$ cat src/rtl/fetch_pkg.sv
// Shared types and constants for the instruction-fetch stage.
package fetch_pkg;

  localparam int XLEN_DEFAULT = 32;
  localparam int JADDR_W      = 28;

  typedef enum logic [1:0] {
    RD_NONE,
    RD_BRANCH,
    RD_JUMP
  } redirect_e;

  // Queue entry at the default width: fetched PC and its instruction word.
  typedef struct packed {
    logic [XLEN_DEFAULT-1:0] pc;
    logic [XLEN_DEFAULT-1:0] ir;
  } fq_entry_t;

endpackage

$ cat src/rtl/fetch_fifo.sv
// Synchronous FIFO with flush; head is presented combinationally on dout.
module fetch_fifo
  import fetch_pkg::*;
#(
  parameter int WIDTH = $bits(fq_entry_t),
  parameter int DEPTH = 4
) (
  input  logic                       clk,
  input  logic                       rst,
  input  logic                       push,
  input  logic [WIDTH-1:0]           din,
  input  logic                       pop,
  input  logic                       flush,
  output logic [WIDTH-1:0]           dout,
  output logic [$clog2(DEPTH):0]     count
);

  localparam int PW = $clog2(DEPTH);
  localparam int CW = PW + 1;

  logic [WIDTH-1:0] mem [DEPTH];
  logic [PW-1:0]    wp, rp;

  // Entry storage; a flushed push is dropped so stale data never lands.
  always_ff @(posedge clk) begin
    if (push && !flush)
      mem[wp] <= din;
  end

  // Pointers and occupancy; DEPTH is a power of 2 so pointers wrap naturally.
  always_ff @(posedge clk) begin
    if (!rst || flush) begin
      wp    <= '0;
      rp    <= '0;
      count <= '0;
    end else begin
      if (push) wp <= wp + PW'(1);
      if (pop)  rp <= rp + PW'(1);
      count <= count + CW'(push) - CW'(pop);
    end
  end

  assign dout = mem[rp];

endmodule

$ cat src/rtl/instr_fetch_queue.sv
// Instruction fetch: loadable imem, PC/redirect logic, decoupling fetch queue.
module instr_fetch_queue
  import fetch_pkg::*;
#(
  parameter int               XLEN       = XLEN_DEFAULT,
  parameter int               IMEM_DEPTH = 128,
  parameter int               QDEPTH     = 4,
  parameter logic [XLEN-1:0]  RESET_PC   = '0
) (
  input  logic                          clk,
  input  logic                          rst,
  input  logic                          imem_we,
  input  logic [$clog2(IMEM_DEPTH)-1:0] imem_waddr,
  input  logic [XLEN-1:0]               imem_wdata,
  input  logic                          br_take,
  input  logic [XLEN-1:0]               br_base,
  input  logic [XLEN-1:0]               br_offset,
  input  logic                          jump,
  input  logic [JADDR_W-1:0]            jump_addr,
  input  logic [XLEN-1:0]               jump_pc,
  output logic                          out_valid,
  input  logic                          out_ready,
  output logic [XLEN-1:0]               out_ir,
  output logic [XLEN-1:0]               out_pc,
  output logic                          flush_br,
  output logic                          flush_j,
  output logic [$clog2(QDEPTH):0]       q_count
);

  localparam int AW = $clog2(IMEM_DEPTH);

  // Same layout as fq_entry_t, sized by this instance's XLEN.
  typedef struct packed {
    logic [XLEN-1:0] pc;
    logic [XLEN-1:0] ir;
  } entry_t;

  logic [XLEN-1:0] imem [IMEM_DEPTH];
  logic [XLEN-1:0] fpc, rd_pc, rd_ir, target;
  logic            rd_vld, issue, push, pop;
  redirect_e       cause;
  entry_t          head;

  // Only the jump target's upper bits come from jump_pc.
  logic unused_jpc_lo;
  assign unused_jpc_lo = ^jump_pc[JADDR_W-1:0];

  // Redirect mux: branch beats jump beats sequential.
  always_comb begin
    cause  = RD_NONE;
    target = '0;
    if (br_take) begin
      cause  = RD_BRANCH;
      target = br_base + br_offset;
    end else if (jump) begin
      cause  = RD_JUMP;
      target = {jump_pc[XLEN-1:JADDR_W], jump_addr};
    end
  end

  // Counting the in-flight read guarantees its push finds room.
  assign issue = (cause == RD_NONE) &&
                 ((int'(q_count) + int'(rd_vld)) < QDEPTH);
  assign push  = rd_vld && (cause == RD_NONE);
  assign pop   = out_valid && out_ready;

  // imem load port; reset blocks writes but leaves contents intact.
  always_ff @(posedge clk) begin
    if (rst && imem_we)
      imem[imem_waddr] <= imem_wdata;
  end

  // Synchronous read; upper PC bits are ignored so the index wraps.
  always_ff @(posedge clk) begin
    rd_ir <= imem[fpc[AW+1:2]];
  end

  // PC, in-flight tracking and registered redirect pulses.
  always_ff @(posedge clk) begin
    if (!rst) begin
      fpc      <= RESET_PC;
      rd_vld   <= 1'b0;
      rd_pc    <= '0;
      flush_br <= 1'b0;
      flush_j  <= 1'b0;
    end else begin
      flush_br <= (cause == RD_BRANCH);
      flush_j  <= (cause == RD_JUMP);
      rd_vld   <= issue;
      if (issue) rd_pc <= fpc;
      if (cause != RD_NONE) fpc <= target;
      else if (issue)       fpc <= fpc + XLEN'(4);
    end
  end

  fetch_fifo #(
    .WIDTH ($bits(entry_t)),
    .DEPTH (QDEPTH)
  ) u_fifo (
    .clk   (clk),
    .rst   (rst),
    .push  (push),
    .din   ({rd_pc, rd_ir}),
    .pop   (pop),
    .flush (cause != RD_NONE),
    .dout  (head),
    .count (q_count)
  );

  assign out_valid = (q_count != '0);
  assign out_pc    = out_valid ? head.pc : '0;
  assign out_ir    = out_valid ? head.ir : '0;

endmodule

$ cat config.mk
export PLATFORM = sky130hd
export DESIGN_NAME = instr_fetch_queue
export DESIGN_NICKNAME = d
export VERILOG_FILES = /design/src/rtl/fetch_pkg.sv /design/src/rtl/fetch_fifo.sv /design/src/rtl/instr_fetch_queue.sv
export SDC_FILE = /design/constraint.sdc
export NUM_CORES = 2
export LEC_CHECK = 0
export ABC_CLOCK_PERIOD_IN_PS = 7050
export BUFFER_PORTS_ARGS = -buffer_cell sky130_fd_sc_hd__buf_2
export CAP_MARGIN = 40
export CORE_ASPECT_RATIO = 0.5
export CORE_UTILIZATION = 45
export CTS_CLUSTER_SIZE = 8
export DETAILED_ROUTE_END_ITERATION = 6
export HOLD_SLACK_MARGIN = 0.03
export PLACE_DENSITY_LB_ADDON = 0.2
export SYNTH_ARGS = -nofsm -noshare
export SYNTH_HDL_FRONTEND = slang
export SYNTH_MEMORY_MAX_BITS = 65536
export SYNTH_SLANG_ARGS = --single-unit
$ cat constraint.sdc
create_clock -name clk -period 7.05 [get_ports clk]
set_input_delay 0.705 -clock clk [delete_from_list [all_inputs] [get_ports clk]]
set_output_delay 0.705 -clock clk [all_outputs]
set_load 0.02 [all_outputs]
[Word-level counts from Yosys, hierarchy flattened]
Memory sizes are Yosys's and may differ from the RTL's. A register that Yosys moved wholly into a read port is not among the register bits.
Cells that the tools add are included.
Widths: inputs -> output; s select.
Storage, ports and cells
  register bits: 74
  latch bits: 0
  RAM bits: 4352
  ROM bits: 0
  input port bits: 169
  logic and storage cells: 46
  memories kept: 2
Memory list
  imem: depth 128, width 32, rd ports 1, clocked after Yosys merged registers in 1, wr ports 1, RTL line instr_fetch_queue.sv:38  | logic [XLEN-1:0] imem [IMEM_DEPTH];
  u_fifo.mem: depth 4, width 64, rd ports 1, clocked after Yosys merged registers in 1, wr ports 1, RTL line fetch_fifo.sv:21  | logic [WIDTH-1:0] mem [DEPTH];
Operators by class
  add/sub/neg operators: 7
  multiply operators: 0
  divide/modulo/power cells: 0
  $lt $le $gt $ge: 1
  equal/unequal tests: 2
  shift operators: 0
  multiplexer cells: 14
  bitwise logic cells: 0
  reductions and logical operators: 12
Operator list (count)
  $mux 32: 6
  $add 32x3->32 const B: 1
  $add 32x32->32: 1
  $mux 2: 4
  $logic_and 1x1->1: 5
  $add 2x1->2 const B: 2
  $add 3x1->4: 1
  $lt 4x3->1 const B: 1
  $mux 1: 4
  $reduce_bool 2->1: 2
  $add 3x1->3: 1
  $reduce_bool 3->1: 1
  $sub 3x1->3: 1
  $eq 2x1->1 const B: 1
  $eq 2x2->1 const B: 1
  $logic_not 1->1: 2
  $logic_not 2->1: 1
  $logic_or 1x1->1: 1

[Logic depth before layout (Yosys ltp)]
  depth in word-level cells: 7
  mapped depth: 14
  depth with buffers taken out: 11

[Hierarchy]
A second synthesis with hierarchy kept.
Unflattened totals
  cell total of the unflattened synthesis: 7750
  area, all modules: 172509.2 um2
By module, submodules not included
  instr_fetch_queue: times used 1, cells each 7371, area each 162752.3 um2
  fetch_fifo: times used 1, cells each 379, area each 9756.9 um2

[Least setup slack after synthesis]
No wires, ideal clock.
  kind: input -> register
  start point: input port rst
  end point: memory imem[89][0] in the netlist's numbering (enable)
  data arrival time: 5.053 ns
  required time: 6.537 ns
  path slack: 1.483 ns
  cell stages on the path: 5
  path through: clkbuf_1 -> and2_1 -> clkbuf_1 -> nand4_1 -> nor4b_1
On the way
  cells in the longest elaborated chain, start to end: 3
RTL lines
  start, declared: RTL line instr_fetch_queue.sv:11  | input logic rst,
  $logic_and 1x1->1: RTL line instr_fetch_queue.sv:69  | if (rst && imem_we)
  $mux 1: RTL line instr_fetch_queue.sv:69
  $mux 1 (not written as such): RTL line instr_fetch_queue.sv:70  | imem[imem_waddr] <= imem_wdata;
  end, declared: RTL line instr_fetch_queue.sv:38
No other way between the ends.

==> run metrics <==
Hold Crit Start jump_addr[27]; drt initial violations 11,000; max-cap violations 0; Critical Path Max Stage Delay 0.84 ns; Synth cell types 69; VDD IR max 0.207 mV; synthesized instance count 7,441; RSZ-0062 raised after global routing false; max_slew headroom 34.1%; routability cong. 0.853; layout cells sized above 1 32.3%; sw frac between 20% and 30%; max-slew violations 0; number of synthesized flops with an enable pin around 4,400; r2r setup slk 2.86 ns; Non-Filler Instances 13,527; Routed wire per std cell 34.8 um; leakage power 61.9 nW; Crit-path slowest cell nand2b_1; critical path data required time 7.79 ns; Final WS setup 2.86 ns; root buf cell clkbuf_16; CTS tree done; post-cts resize count 0; number of cells on the worst hold path 3; sequential fraction of the synthesis area 77.3%; P&R area growth vs syn 16.1%; top_reg_cell synth edfxtp_1; DR pass1 iterations 6; Clk pwr share between 40% and 50%; Slew @ Worst Pin 0.989 ns; Num CTS Buffers 631; FF+latch count, synth approximately 4,500; Comb pwr share 7.6%; H-tree depth 6; R2R depth 9; largest net degree at the start of global routing 101; pwr/cell area 307 nW/um2; run status complete, no violations; cells along the critical path buf_16 > buf_12 > nand2b_1 > o221ai_1 > a211oi_1 > nor3_1 > nor3_1 > buf_4 > a21oi_1; clk sinks about 4,500; reg2reg start fpc[2]$_SDFFE_PN0P_; Max clock buf depth 4; Pint ~47 mW; Yosys top cell by area edfxtp_1; FILL cells 29,134; ANT nets after route 0; most common cell in the netlist edfxtp_1; Hold Path End fpc[27]$_SDFFE_PN0P_; die extent in x slightly below 900 um; Setup CP Type reg -> reg; cell mode on critical path nor3_1; clk_skew a little over 0.05 ns; CP bufs+invs 3; FMAX 0.239 GHz; Tot GR Track Use 24.3%; drt total wl roughly 470,000 um; setup violators final 0; dominant cells by area after synthesis edfxtp_1 76%, mux4_2 17%, dfxtp_1 1.3%; cell total after placement between 10,000 and 15,000; post-DP HPWL 271,000 um; WHS 0.105 ns; die area just under 400,000 um2; gr ovfl total 0; CP top delay family simple AND/OR/NAND/NOR gates; time the worst path needs with I/O delays and setup between 4 and 5 ns; Post-CTS Setup Inserts 0; CP Capture Type register; number of global-route vias before repair 83,346; die height 439 um; Place WS slightly below 3 ns; period utilisation layout between 50% and 60%; type of origin of the critical path register; Mapped Area about 170,000 um2; sequential share of power 48.5%; first-pass GRT wire length 653,000 um; hold crit path type in -> reg; core region area 380,000 um2; # DRC 0; Synth top cells by count 4,352 x edfxtp_1, 1,291 x mux4_2, 210 x nand2_1; Synth warnings 0; Setup TNS 0 ns; initial antenna violation count 48; DR vias/cell 6.19; row count 160; Initial Util 45.2%; Syn Nets 7,651; Yosys top cell area share about three quarters; Avg Inst Size Synth between 20 and 25 um2; hold_buf cts 2; critical path arrival 4.93 ns; Fin. Hold Viols 0; I/O Buffers 210; crit path max fanout 65; Layout Nets 8,443; sw power 13.8 mW; clock latency at the later pin of the worst-skew pair between 0.9 and 1 ns; Ports 239; RR Endpoint rd_ir[30]$_DFF_P_; clock-pin slew on the worst setup and hold paths 0.05 ns; fraction of registers with async set/reset 0%; via count between 80,000 and 90,000
## logic make-up after synthesis
family	after synthesis	share of synthesized area [%]
flops	4460	77.3
xor+xnor	39	0.199
simple gates	633	1.69
fa+ha+maj	41	0.307
mux	1430	17.7
buf+inv	424	1.13
compound gates	414	1.61
## layout by cell type, fill, tap and decap left out, types with 13 or more instances in the layout
master	n
a211oi_1	21
a21boi_0	34
a21o_1	16
a21oi_1	103
a221oi_1	23
a311oi_1	16
a31oi_1	15
and2_1	78
buf_12	43
buf_16	32
buf_2	188
buf_4	291
clkbuf_1	133
clkbuf_16	646
dfxtp_1	99
diode_2	13
edfxtp_1	4352
ha_1	39
inv_1	18
inv_6	18
mux2_2	19
mux2i_1	120
mux4_2	1291
nand2_1	208
nand3_1	25
nand4_1	15
nor2_1	78
nor2_4	124
nor2b_1	14
nor3_1	20
o21ai_0	67
o221ai_1	26
o22ai_1	30
xnor2_1	17
xor2_1	22
## stage by stage
step / util, % / cell area (um2) / power, mW
6_report: 52.5 / 199000 / 61.2
3_5_place_dp: 48.0 / 182000 / 34.8
3_3_place_gp: 47.6 / 181000 / 34.7
2_1_floorplan: - / 172000 / 32.5
5_1_grt: 52.5 / 199000 / 62.9
4_1_cts: 52.5 / 199000 / 61.6
## flip-flops by register name (all words and copies together) (netlist names), named ones only
register	cells
rd_pc	32
u_fifo.wp	2
u_fifo.mem	256
fpc	32
u_fifo.rp	2
imem	4096
rd_vld	1
rd_ir	32
u_fifo.count	3
flush_j	1
flush_br	1
## area by class of cell
cell class | count | area, um2 | area share (%)
Antenna cell | 13 | 32.5 | 0.0163
Clock buffer | 779 | 16700 | 8.35
Clock inverter | 32 | 420 | 0.211
Inverter | 21 | 86.3 | 0.0433
Multi-Input combinational cell | 2557 | 38100 | 19.1
Sequential cell | 4460 | 133000 | 66.6
Tap cell | 5103 | 6380 | 3.20
Timing Repair Buffer | 562 | 4960 | 2.49
## power by group through the flow
stage / Clock (mW) / Combinational, mW / Sequential (mW)
detailed placement: 0 / 4.62 / 30.2
floorplan: 0 / 2.57 / 29.9
global route: 28.4 / 4.86 / 29.6
finish: 26.9 / 4.65 / 29.7
CTS: 27.3 / 4.63 / 29.7
global placement: 0 / 4.54 / 30.2
## metal layers
layer | up-vias | track usage, % | share of wire, %
met1 | 45697 | 36.9 | 43
met5 | - | 0 | 0.015
li1 | 33304 | - | -
met3 | 593 | 7.35 | 12
met2 | 4177 | 34.7 | 44
met4 | 12 | 5.42 | 2.1
## worst max-delay path by stage
| stage | startpoint | endpoint | slack (ns) | cells after the start |
|---|---|---|---|---|
| after detailed placement | fpc[2]$_SDFFE_PN0P_ | rd_ir[18]$_DFF_P_ | 2.89 | 11 |
| final | fpc[2]$_SDFFE_PN0P_ | rd_ir[30]$_DFF_P_ | 2.86 | 9 |
| after global routing | fpc[2]$_SDFFE_PN0P_ | rd_ir[18]$_DFF_P_ | 2.73 | 11 |
| after floorplan | rst | imem[89][0]$_DFFE_PP_ | 1.48 | 5 |
| after global placement | rst | imem[122][24]$_DFFE_PP_ | 2.51 | 6 |
| after CTS | register | out_pc[28] | 2.86 | 5 |
## worst min-delay path, cell delays in order
cell	delay, ns
buf_2	0.08
a21oi_1	0.05
o22ai_1	0.15
Power figures use the tool's default switching activity.
